`config.mk`:
```
export PLATFORM = sky130hd
export DESIGN_NAME = fpnew_opgroup_result_buffer
export DESIGN_NICKNAME = d
export VERILOG_FILES = /design/src/rtl/fpnew_pkg.sv /design/src/rtl/fpnew_result_buf_mem.sv /design/src/rtl/fpnew_opgroup_result_buffer.sv
export SDC_FILE = /design/constraint.sdc
export NUM_CORES = 1
export LEC_CHECK = 0
export BUFFER_PORTS_ARGS = -buffer_cell sky130_fd_sc_hd__buf_2
export CAP_MARGIN = 15
export CORE_MARGIN = 3
export CORE_UTILIZATION = 52
export CTS_CLUSTER_SIZE = 25
export DETAILED_ROUTE_END_ITERATION = 8
export PLACE_DENSITY_LB_ADDON = 0.15
export SLEW_MARGIN = 5
export SYNTH_ARGS = -nofsm -noshare
export SYNTH_HDL_FRONTEND = slang
export SYNTH_SLANG_ARGS = --single-unit
```
`constraint.sdc`:
```
create_clock -name clk_i -period 2.2 [get_ports clk_i]
set_input_delay 0.11 -clock clk_i [delete_from_list [all_inputs] [get_ports clk_i]]
set_output_delay 0.11 -clock clk_i [all_outputs]
set_load 0.1 [all_outputs]
```
`src/rtl/fpnew_pkg.sv`:
```
// Shared FPU types plus result-buffer sizing helpers.
// The result buffer's optional sticky flags are enabled by FPNEW_RESULT_BUF_STICKY_EN.
package fpnew_pkg;

  typedef struct packed {
    logic NV;
    logic DZ;
    logic OF;
    logic UF;
    logic NX;
  } status_t;

  localparam int unsigned RESULT_BUF_MIN_DEPTH = 2;

  function automatic int unsigned result_buf_cnt_width(
    input int unsigned depth
  );
    return $clog2(depth + 1);
  endfunction

endpackage

```
`src/rtl/fpnew_result_buf_mem.sv`:
```
// Register array for the opgroup result buffer.
// One write port and one asynchronous read port; storage is not reset.
module fpnew_result_buf_mem #(
  parameter type         entry_t = logic,
  parameter int unsigned Depth   = 4,
  localparam int unsigned AW     = $clog2(Depth)
) (
  input  logic          clk_i,
  input  logic          we_i,
  input  logic [AW-1:0] waddr_i,
  input  entry_t        wdata_i,
  input  logic [AW-1:0] raddr_i,
  output entry_t        rdata_o
);

  entry_t mem_q [Depth];

  always_ff @(posedge clk_i) begin
    if (we_i) begin
      mem_q[waddr_i] <= wdata_i;
    end
  end

  assign rdata_o = mem_q[raddr_i];

endmodule

```
`src/rtl/fpnew_opgroup_result_buffer.sv`:
```
// In-order decoupling FIFO between an opgroup block and the FPU output arbiter.
// Define FPNEW_RESULT_BUF_STICKY_EN to add sticky status accumulation ports.
module fpnew_opgroup_result_buffer
  import fpnew_pkg::*;
#(
  parameter int unsigned Width   = 32,
  parameter int unsigned Depth   = 4,
  parameter type         TagType = logic,
  localparam int unsigned CW     = result_buf_cnt_width(Depth)
) (
  input  logic             clk_i,
  input  logic             rst_i,
  input  logic             flush_i,
  input  logic             in_valid_i,
  output logic             in_ready_o,
  input  logic [Width-1:0] result_i,
  input  status_t          status_i,
  input  logic             ext_bit_i,
  input  TagType           tag_i,
  output logic             out_valid_o,
  input  logic             out_ready_i,
  output logic [Width-1:0] result_o,
  output status_t          status_o,
  output logic             ext_bit_o,
  output TagType           tag_o,
  output logic [CW-1:0]    fill_o,
  output logic             busy_o
`ifdef FPNEW_RESULT_BUF_STICKY_EN
  ,
  input  logic             sticky_clr_i,
  output status_t          sticky_status_o
`endif
);

  localparam int unsigned AW = $clog2(Depth);

  if (Depth < RESULT_BUF_MIN_DEPTH || (Depth & (Depth - 1)) != 0) begin : g_bad_depth
    $error("Depth must be a power of two and at least RESULT_BUF_MIN_DEPTH");
  end

  typedef struct packed {
    logic [Width-1:0] result;
    status_t          status;
    logic             ext_bit;
    TagType           tag;
  } entry_t;

  logic [AW-1:0] wptr_q, wptr_d;
  logic [AW-1:0] rptr_q, rptr_d;
  logic [CW-1:0] fill_q, fill_d;
  logic          busy_q;
  logic          push, pop;
  entry_t        wdata, rdata;

  assign in_ready_o  = (fill_q != CW'(Depth));
  assign out_valid_o = busy_q;
  assign busy_o      = busy_q;
  assign fill_o      = fill_q;

  assign push = in_valid_i & in_ready_o & ~flush_i;
  assign pop  = out_valid_o & out_ready_i & ~flush_i;

  always_comb begin
    wptr_d = wptr_q;
    rptr_d = rptr_q;
    fill_d = fill_q;
    if (push) wptr_d = wptr_q + AW'(1);
    if (pop)  rptr_d = rptr_q + AW'(1);
    if (push && !pop) begin
      fill_d = fill_q + CW'(1);
    end else if (pop && !push) begin
      fill_d = fill_q - CW'(1);
    end
    if (flush_i) begin
      wptr_d = '0;
      rptr_d = '0;
      fill_d = '0;
    end
  end

  always_ff @(posedge clk_i) begin
    if (rst_i) begin
      wptr_q <= '0;
      rptr_q <= '0;
      fill_q <= '0;
      busy_q <= 1'b0;
    end else begin
      wptr_q <= wptr_d;
      rptr_q <= rptr_d;
      fill_q <= fill_d;
      busy_q <= (fill_d != '0);
    end
  end

  assign wdata = '{
    result:  result_i,
    status:  status_i,
    ext_bit: ext_bit_i,
    tag:     tag_i
  };

  fpnew_result_buf_mem #(
    .entry_t (entry_t),
    .Depth   (Depth)
  ) i_mem (
    .clk_i   (clk_i),
    .we_i    (push),
    .waddr_i (wptr_q),
    .wdata_i (wdata),
    .raddr_i (rptr_q),
    .rdata_o (rdata)
  );

  assign result_o  = rdata.result;
  assign status_o  = rdata.status;
  assign ext_bit_o = rdata.ext_bit;
  assign tag_o     = rdata.tag;

`ifdef FPNEW_RESULT_BUF_STICKY_EN
  status_t sticky_q, sticky_d;
  status_t pop_flags;

  assign pop_flags = pop ? status_o : '0;

  // A clear coinciding with a pop keeps only that pop's flags.
  always_comb begin
    sticky_d = sticky_q | pop_flags;
    if (sticky_clr_i) sticky_d = pop_flags;
    if (flush_i)      sticky_d = '0;
  end

  always_ff @(posedge clk_i) begin
    if (rst_i) begin
      sticky_q <= '0;
    end else begin
      sticky_q <= sticky_d;
    end
  end

  assign sticky_status_o = sticky_q;
`endif

endmodule

```
# Yosys cells after proc, flatten, opt, wreduce, memory -nomap -nowiden
# Memory sizes are Yosys's and may differ from the RTL's. A register that Yosys moved wholly into a read port is not among the register bits.
# Cells that the tools add are included.
# word_totals
ff_bits	8
latchBits	0
ram_bits	156
rom_bits	0
in_bits	44
out_inout_bits	45
wordCells	28
n_memories	1
# mem_list
name	depth	word_bits	rd	rd_ports_with_merged_regs	write_ports	line	text
i_mem.mem_q	4	39	1	1	1	fpnew_result_buf_mem.sv:16	entry_t mem_q [Depth];
# classes
n_addsub	4
n_mul	0
n_div	0
order_cmp	0
n_eq_ne	1
shift	0
muxes	7
n_bitwise	5
reduce_logical	6
# op_table
cell	n
$mux 3	3
$add 2x1->2 const B	2
$and 1x1->1	4
$mux 2	2
$add 3x1->3 const B	1
$ne 3x3->1 const B	1
$reduce_bool 3->1	1
$sub 3x1->3 const B	1
$logic_and 1x1->1	2
$logic_not 1->1	2
$mux 1	2
$reduce_or 2->1	1
$not 1->1	1

# Logic depth before layout (Yosys ltp)
# Gate-level depths: netlist (run 1).
# depth
word_depth	9
ltp_mapped	8
depth_no_buf	7

# Hierarchy
# A second synthesis (run 1) with hierarchy kept.
# hier_totals
cells_unflattened	257
hier_area_um2	6085.8
# by_module_without_submodules
mod	n_inst	cells_per_inst	area_per_inst_um2	seq_area_each_um2
fpnew_result_buf_mem	1	207	5649.2	4684.5
fpnew_opgroup_result_buffer	1	50	436.7	160.2

# Least setup slack after synthesis (run 1)
# Ideal clock, no wire load.
# synth_path
path_type	register to register
start	register fill_q[0] (netlist: fill_o[0])
end	memory i_mem.mem_q[0][0] (netlist name), enable pin
setup_time_ns	0.379
arrival_ns	2.438
t_required_ns	1.821
slack_ns	-0.616
path_stages_with_launch	7
path_buffers	1
synth_period_minus_slack_ns	2.816
path_cell_list	dfxtp_1 > inv_1 > ha_1 > a21boi_2 > nor2b_4 > buf_6 > and2_2
# synth_between
elab_chain_len	5
# synth_rtl
element	line	text
start, declared	fpnew_opgroup_result_buffer.sv:50	logic [CW-1:0] fill_q, fill_d;
start signal, assigned	fpnew_opgroup_result_buffer.sv:90	fill_q <= fill_d;
$ne 3x3->1	fpnew_opgroup_result_buffer.sv:55	assign in_ready_o = (fill_q != CW'(Depth));
$and 1x1->1 (2 in a row)	fpnew_opgroup_result_buffer.sv:60	assign push = in_valid_i & in_ready_o & ~flush_i;
$mux 1	fpnew_result_buf_mem.sv:19	if (we_i) begin
$mux 1 (not written as such)	fpnew_result_buf_mem.sv:20	mem_q[waddr_i] <= wdata_i;
end, declared	fpnew_result_buf_mem.sv:16	
# No other way between the ends.

==> impl_metrics.json, run 1 <==
{
  "ant_nets": 0,
  "wl_mm": 10.43,
  "gp_congestion": 0.7441,
  "dieArea_um2": 13220,
  "slew_violations": 0,
  "finalSetupTns_ps": 0,
  "final_layout_size_suffix_gt1_frac": 0.4208,
  "critical_path_required_ps": 2090,
  "design_area_um2": 7941,
  "synth-edff-count": 156,
  "stdcell_count": 566,
  "yosys_register_bits": 166,
  "max-cap-violations": 0,
  "power_density_nw_per_um2": 885.0,
  "ys_warn_count": 0,
  "die_h_um": 115.0,
  "period_needed_ps": 2032,
  "grt_busiest_layer": "met2",
  "synthFlopType": "edfxtp_1",
  "cts_tree": "built",
  "final_cell_mix": "edfxtp_1 (156), buf_2 (88), dlygate4sd3_1 (40), mux4_2 (39), clkbuf_16 (17)",
  "async_flop_share": 0,
  "drtIter0Drc": 189,
  "seq_area_um2": 4895,
  "grt_pass1_vias": 3158,
  "fillers": 735,
  "overflow": 0,
  "vias": 2999,
  "cp-start-kind": "register",
  "finalCritPeriodShare": 0.9235,
  "start_util": 0.5361,
  "die_w_um": 115.0,
  "track_usage": 0.1707,
  "avgRoutedWirePerCell_um": 18.43,
  "crit_arrival_ps": 1920,
  "peakVddDrop_mv": 0.6277,
  "synth.cell_area_um2": 6173,
  "hp-class": "primary input to register",
  "rsz0062_at_grt": "no",
  "antenna_cells": 0,
  "synth_simple_gate_area_share": 0.02189,
  "clockRootBuffer": "clkbuf_16",
  "clock_skew_ps": 5.963,
  "synth_compound_area_frac": 0.01216,
  "clock_sinks": 166,
  "htree_levels": 4,
  "synth-seq-area-share": 0.7912,
  "io_buffers": 88,
  "firstDrtPassIters": 4,
  "grt_pass1_wl_mm": 16.45,
  "grt_use_met3": 0.05421,
  "syn_area_per_cell_um2": 23.47,
  "drt-vias-per-instance": 5.299,
  "num_io_pins": 89,
  "clk_latency_ps": 410,
  "synth_fa_ha_area_frac": 0.01419,
  "postSynthCellCount": 263,
  "gr-usage-met1": 0.2206,
  "final_nets": 461,
  "hold_violations": 0,
  "core_area_um2": 11520,
  "drc": 0,
  "synthDistinctLibCells": 31,
  "final_util": 0.6896,
  "dp_cells": 494,
  "crit_type": "register to output pin",
  "synth.mux.area_fraction": 0.1423,
  "critPathMaxFanout": 17,
  "numCtsBuffers": 17,
  "synthXorXnorAreaFrac": 0.005675,
  "grt_max_degree": 29,
  "dp_hpwl_mm": 6.393,
  "status": "complete, no violations",
  "p_total_uw": 7028,
  "final_common_cell": "edfxtp_1",
  "setup_viol": 0,
  "post_dp_cell_area_um2": 6940,
  "leakage_uw": 0.002742,
  "max_freq_mhz": 492.2,
  "tightest_slew_ps": 499.3,
  "core.rowCount": 39,
  "multi_input_comb_area_um2": 1216,
  "cts_buffer_depth": 2,
  "syn_nets": 314,
  "antenna_found_initial": 0,
  "synth_top_family_by_area": "multiplexers",
  "relSlewSlack": 0.6694,
  "critPathCaptureType": "output pin",
  "clk_pin_slew_ps": 60,
  "syn_to_final_growth_pct": 28.64,
  "use_met2": 0.2774
}
-- where the power goes --
part           switching [uW]  leakage (uW)  internal [uW]
registers                12.9       0.00150           3500
logic                     393      0.000949            159
clock network            1080      0.000292           1880
total                    1490       0.00274           5540
-- critical path, cell delays in order, from the launching register on --
cell     delay (ps)
dfxtp_2         350
buf_6           250
mux4_2          570
buf_2           320
-- cell usage after synthesis (2+ instances only) --
master / count / share of area
dfxtp_1: 10 / 0.032
clkbuf_1: 2 / 0.0012
inv_1: 4 / 0.0024
nand3_1: 3 / 0.0024
buf_4: 2 / 0.0024
buf_2: 5 / 0.0041
and2_2: 4 / 0.0049
nor2_1: 8 / 0.0049
xor2_1: 2 / 0.0028
edfxtp_1: 156 / 0.76
xnor2_1: 2 / 0.0028
ha_1: 7 / 0.014
mux4_2: 39 / 0.14
a21oi_1: 2 / 0.0016
-- flip-flops by register name, indices dropped and copies added (netlist names), named ones only --
| register | cells |
|---|---|
| i_mem.mem_q | 156 |
| busy_o | 1 |
| fill_o | 3 |
| wptr_q | 2 |
| rptr_q | 2 |
-- cell families (layout without fill, tap and decap cells) --
kind of cell / after synthesis / in the layout
simple gates: 23 / 23
flops: 166 / 166
compound gates: 9 / 9
mux: 39 / 39
fa+ha+maj: 7 / 7
xor+xnor: 4 / 4
buf+inv: 15 / 175
-- routing by layer --
| metal | part of all wire | wire, um |
|---|---|---|
| met5 | 0 | 0 |
| met1 | 0.44 | 4570 |
| met3 | 0.046 | 479 |
| met4 | 0.014 | 142 |
| met2 | 0.50 | 5237 |
-- cell type report --
class | instances | share of cell area
multi-input cells | 82 | 0.1531
repair buffers | 139 | 0.1309
well taps | 143 | 0.02253
clock inverters | 11 | 0.01969
inverters | 4 | 0.001891
flip-flops and latches | 166 | 0.6164
clock buffers | 21 | 0.05546
-- metrics by stage --
stage	setup WS, ps	hold WS [ps]
after floorplan	63.41	208.9
after global placement	314.8	322.0
after detailed placement	267.0	326.5
after CTS	33.89	90.08
after global routing	78.46	127.9
final	168.2	105.0
-- repair_timing --
action / in CTS / in global routing
hold endpoints to repair: 157 / 0
hold buffers: 40 / 0
endpoints found under the setup margin: 0 / 1
buffers inserted: 0 / 0
gates resized for setup: 0 / 1
-- final timing paths --
check / startpoint / to / slack [ps] / cells past startpoint
max reg2reg: fill_o[0] / i_mem.mem_q[3][15] / 240 / 6
min reg2reg: rptr_q[0] / rptr_q[0] / 540 / 2
max: register / result_o[7] / 170 / 3
min: out_ready_i / rptr_q[0] / 110 / 4
Note: power is estimated with default switching activity, not from simulation.
==> run 2: changes to the inputs <==
--- a/config.mk
+++ b/config.mk
@@ -12,6 +12,7 @@
 export CTS_CLUSTER_SIZE = 25
 export DETAILED_ROUTE_END_ITERATION = 8
 export PLACE_DENSITY_LB_ADDON = 0.15
+export SETUP_SLACK_MARGIN = 0.3
 export SLEW_MARGIN = 5
 export SYNTH_ARGS = -nofsm -noshare
 export SYNTH_HDL_FRONTEND = slang
==> run 2 against run 1 <==
Core utilization up 3.7 points. Maximum frequency up 5.4%. Via count up 4.2%. Non-clock buffer count up 14. Register-to-register slack better by 180 ps. Combinational power up 14%.
==> impl_metrics.json, run 2 (synthesis gave the netlist of run 1 again) <==
{
  "status": "complete, no violations",
  "dp_hpwl_mm": 6.518,
  "min_from": "out_ready_i",
  "hold_path_depth": 4,
  "largest_reg_flops": 156,
  "die_h_um": 115.0,
  "stdcell_count": 580,
  "finalCritPeriodShare": 0.8762,
  "cp-start-kind": "register",
  "critical_path_required_ps": 2090,
  "drt-vias-per-instance": 5.390,
  "num_io_pins": 89,
  "wl_mm": 11.52,
  "tightest_slew_ps": 487.8,
  "r2r_start": "fill_o[1]",
  "die_w_um": 115.0,
  "vias": 3126,
  "final_util": 0.7262,
  "layout_setup_ws_ps": 272.4,
  "p_switching_uw": 1504,
  "pwr-share-comb": 0.091,
  "cts_buffer_depth": 2,
  "pre_cts_ws_ps": 301.9,
  "critPathCaptureType": "output pin",
  "power_density_nw_per_um2": 822.0,
  "crit_chain": "clkbuf_16 > mux4_2 > buf_8",
  "core_area_um2": 11520,
  "final_cell_mix": "edfxtp_1 (156), buf_2 (49), dlygate4sd3_1 (40), mux4_2 (39), buf_6 (38)",
  "ff2ff_setup_slack_ps": 420,
  "clk_latency_ps": 410,
  "clockRootBuffer": "clkbuf_16",
  "largest_register": "i_mem.mem_q",
  "final_layout_size_suffix_gt1_frac": 0.4508,
  "critical_path.endpoint": "ext_bit_o",
  "final_common_cell": "edfxtp_1",
  "start_util": 0.5361,
  "max_freq_mhz": 518.8,
  "avgRoutedWirePerCell_um": 19.87,
  "core.rowCount": 39,
  "finalSetupTns_ps": 0,
  "power.share.clock": 0.398,
  "dieArea_um2": 13220,
  "pwr-share-seq": 0.511,
  "io_buffers": 88,
  "gp_congestion": 0.7434,
  "max-cap-violations": 0,
  "setup_viol": 0,
  "firstDrtPassIters": 4,
  "dp_cells": 493,
  "clk_pin_slew_ps": 60,
  "cts_tree": "built",
  "leakage_uw": 0.002911,
  "peakVddDrop_mv": 0.4996,
  "hold_violations": 0,
  "drc": 0,
  "grt_max_degree": 40,
  "numCtsBuffers": 17,
  "crit_arrival_ps": 1820,
  "overflow": 0,
  "reg2regPathDepth": 7,
  "antenna_cells": 0,
  "switching_share": 0.2187,
  "rsz0062_at_grt": "yes",
  "syn_to_final_growth_pct": 35.47,
  "drtIter0Drc": 191,
  "htree_levels": 4,
  "track_usage": 0.1758,
  "slew_violations": 0,
  "crit_type": "register to output pin",
  "slowest_stage": "mux4_2",
  "grt_pass1_wl_mm": 16.98,
  "critPathMaxFanout": 5,
  "grt_pass1_vias": 3171,
  "p_int_uw": 5370,
  "period_needed_ps": 1928,
  "clock_skew_ps": 7.493,
  "reg2reg_to": "i_mem.mem_q[0][10]",
  "hp-class": "primary input to register",
  "crit_path_max_incr_delay_ps": 550,
  "clock_sinks": 166,
  "antenna_found_initial": 0,
  "relSlewSlack": 0.6771,
  "ant_nets": 0,
  "final_nets": 476
}
-- run 2: changes by cell type in the layout (fill, tap and decap cells not counted), moves of 2 or more --
| cell | change |
|---|---|
| buf_16 | +2 |
| buf_2 | -39 |
| buf_4 | +10 |
| buf_6 | +37 |
| buf_8 | +2 |
| bufinv_16 | -2 |
| clkbuf_16 | +2 |
| dfxtp_1 | -2 |
| inv_1 | -2 |
| inv_4 | +2 |
-- run 2: layer usage --
metal | track usage | part of all wire | vias up
met1 | 0.2293 | 0.43 | 1590
met4 | 0.05164 | 0.0095 | 0
met5 | 0 | 0 | -
met2 | 0.2936 | 0.52 | 105
met3 | 0.04842 | 0.045 | 10
li1 | - | - | 1421
-- run 2: what timing repair did --
action                     4_1_cts  5_1_grt
resized for setup               42       41
hold endpoints to repair       157        0
buffers inserted                 1       10
hold buffers                    40        0
cloned                           1        4
setup endpoints to repair       66      108
pin swaps                        1        1
-- run 2: area by class of cell --
cell class	instances	area, um2
clock buffers	21	440.4
clock inverters	10	107.6
fillers	665	3153
inverters	4	20.02
multi-input cells	83	1245
flip-flops and latches	166	4900
well taps	143	178.9
repair buffers	153	1471
-- run 2: power groups by stage --
stage	combinational, uW	sequential, uW	clock, uW
final	627	3510	2730
after global placement	495	3580	0
after CTS	586	3510	2790
after global routing	653	3520	2910
after detailed placement	500	3580	0
after floorplan	359	3590	0
-- run 2: worst min-delay path by stage --
stage                              end  slack (ps)
detailed placement   i_mem.mem_q[2][3]         330
global placement    i_mem.mem_q[2][38]         320
CTS                          fill_o[2]         100
finish                        register         110
floorplan            i_mem.mem_q[0][0]         210
global route                 rptr_q[0]         130
-- run 2: stage by stage --
| step | instance area, um2 | total power (uW) | hold WS [ps] |
|---|---|---|---|
| 4_1_cts | 8060 | 6886 | 96.07 |
| 3_5_place_dp | 6955 | 4080 | 329.5 |
| 3_3_place_gp | 6955 | 4072 | 323.8 |
| 2_1_floorplan | 6206 | 3949 | 208.9 |
| 5_1_grt | 8363 | 7082 | 126.5 |
| 6_report | 8363 | 6874 | 112.0 |
-- run 2: critical path, delay by kind of cell (launching register included) --
kind | cells | cell delay [ps]
flip-flops | 1 | 460
multiplexers | 1 | 550
buffers and inverters | 2 | 390
==> run 3: changes to the inputs <==
--- a/config.mk
+++ b/config.mk
@@ -11,7 +11,7 @@
 export CORE_UTILIZATION = 52
 export CTS_CLUSTER_SIZE = 25
 export DETAILED_ROUTE_END_ITERATION = 8
-export PLACE_DENSITY_LB_ADDON = 0.15
+export PLACE_DENSITY = 0.8
 export SETUP_SLACK_MARGIN = 0.3
 export SLEW_MARGIN = 5
 export SYNTH_ARGS = -nofsm -noshare
==> run 3 against run 2 <==
Register-to-register slack worse by 20 ps. Sequential cell count stayed put. Clock skew is 0.97 ps lower.
==> impl_metrics.json, run 3 (synthesis gave the netlist of run 1 again) <==
{
  "pwr-share-comb": 0.090,
  "power.share.clock": 0.405,
  "finalSetupTns_ps": 0,
  "reg2regPathDepth": 6,
  "vias": 3181,
  "grt_pass1_wl_mm": 18.42,
  "switching_share": 0.2181,
  "core_area_um2": 11520,
  "crit_type": "register to output pin",
  "grt_busiest_layer": "met2",
  "htree_levels": 4,
  "die_w_um": 115.0,
  "multi_input_comb_area_um2": 1236,
  "final_util": 0.7222,
  "avgRoutedWirePerCell_um": 21.02,
  "status": "complete, no violations",
  "antenna_cells": 0,
  "core.rowCount": 39,
  "track_usage": 0.1938,
  "gp_congestion": 0.7533,
  "pwr-share-seq": 0.505,
  "hp-class": "primary input to register",
  "cts_tree": "built",
  "final_nets": 473,
  "p_int_uw": 5445,
  "relSlewSlack": 0.6747,
  "reg2reg_to": "i_mem.mem_q[3][20]",
  "firstDrtPassIters": 4,
  "max-cap-violations": 0,
  "fillers": 685,
  "grt_use_met3": 0.06000,
  "cts_buffer_depth": 2,
  "num_io_pins": 89,
  "r2r_start": "fill_o[1]",
  "crit_cells": 3,
  "design_area_um2": 8317,
  "largest_reg_flops": 156,
  "clock_sinks": 166,
  "crit_chain": "buf_12 > mux4_2 > buf_6",
  "crit_path_max_incr_delay_ps": 550,
  "die_h_um": 115.0,
  "ff2ff_setup_slack_ps": 400,
  "syn_to_final_growth_pct": 34.72,
  "final_cell_mix": "edfxtp_1 (156), buf_2 (49), dlygate4sd3_1 (40), mux4_2 (39), buf_6 (38)",
  "io_buffers": 88,
  "rsz0062_at_grt": "yes",
  "p_switching_uw": 1519,
  "ant_nets": 0,
  "start_util": 0.5361,
  "final_common_cell": "edfxtp_1",
  "slew_violations": 0,
  "stdcell_count": 578,
  "peakVddDrop_mv": 0.4564,
  "overflow": 0,
  "seq_area_um2": 4900,
  "largest_register": "i_mem.mem_q",
  "wl_mm": 12.15,
  "drc": 0,
  "max_freq_mhz": 526.5,
  "critical_path_required_ps": 2090,
  "power_density_nw_per_um2": 837.4,
  "drtIter0Drc": 251,
  "use_met2": 0.3160,
  "cp-start-kind": "register",
  "critPathCaptureType": "output pin",
  "grt_max_degree": 35,
  "period_needed_ps": 1899,
  "finalCritPeriodShare": 0.8634,
  "tightest_slew_ps": 491.4,
  "dieArea_um2": 13220,
  "dp_cells": 494,
  "clk_pin_slew_ps": 60,
  "crit_arrival_ps": 1790,
  "final_layout_size_suffix_gt1_frac": 0.4529,
  "drt-vias-per-instance": 5.503,
  "clk_latency_ps": 420,
  "hold_violations": 0,
  "p_total_uw": 6964,
  "antenna_found_initial": 0,
  "setup_viol": 0,
  "clock_skew_ps": 6.526,
  "numCtsBuffers": 17,
  "post_dp_cell_area_um2": 6923,
  "gr-usage-met1": 0.2415,
  "critPathMaxFanout": 15,
  "slowest_stage": "mux4_2",
  "cpLargestDelayFamily": "multiplexers",
  "dp_hpwl_mm": 6.916,
  "critical_path.endpoint": "result_o[7]",
  "leakage_uw": 0.002911,
  "clockRootBuffer": "clkbuf_16",
  "worst-path-buf-inv": 2,
  "grt_pass1_vias": 3378
}
run 3: changes by cell type in the layout (fill, tap and decap cells not counted), sizes merged:
cell / previous run / this run
clkinvlp: 2 / 0
clkbuf: 23 / 28
bufinv: 2 / 0
clkinv: 6 / 1
inv: 4 / 8
nor2b: 2 / 1
buf: 111 / 110
run 3: worst min path at each step:
stage                             from                  to  slack, ps  depth (start not counted)
after floorplan                  tag_i   i_mem.mem_q[0][0]        210                          0
after detailed placement   result_i[5]  i_mem.mem_q[2][12]        330                          1
after global routing       out_ready_i           rptr_q[0]        140                          4
after global placement    result_i[19]  i_mem.mem_q[1][26]        320                          1
after CTS                  out_ready_i           rptr_q[0]         70                          4
final                      out_ready_i           rptr_q[0]         90                          4
run 3: cell type report:
| class | count | share of cell area |
|---|---|---|
| clock buffers | 27 | 0.06680 |
| clock inverters | 5 | 0.003611 |
| inverters | 4 | 0.002407 |
| multi-input cells | 82 | 0.1486 |
| flip-flops and latches | 166 | 0.5891 |
| well taps | 143 | 0.02151 |
| repair buffers | 151 | 0.1679 |
run 3: timing repair:
action / in CTS / in global routing
hold buffers: 40 / 0
buffers inserted: 2 / 8
resized for setup: 81 / 6
endpoints found under the setup margin: 49 / 120
gates cloned: 1 / 1
pin swaps: 1 / 3
endpoints found under the hold margin: 157 / 0
run 3: tightest hold or removal path, cell delays in order:
cell and delay, ps:
buf_2 120, nand2_4 80, xor2_1 80, nor2_1 80
run 3: per-layer routing:
layer	share of wire	vias up
met5	0	-
met4	0.022	0
met3	0.064	24
met2	0.52	122
met1	0.40	1628
li1	-	1407
run 3: power by group through the flow:
stage	logic [uW]	registers, uW	clock network [uW]
global route	652	3520	3020
floorplan	359	3590	0
global placement	488	3580	0
CTS	610	3510	2870
finish	625	3520	2820
detailed placement	497	3580	0
run 3: stage by stage:
stage          worst slack [ps]  hold WS [ps]
2_1_floorplan             255.3         208.9
3_3_place_gp              371.4         321.8
3_5_place_dp              302.1         326.4
4_1_cts                   264.3         73.70
5_1_grt                   228.9         135.6
6_report                  300.6         92.62
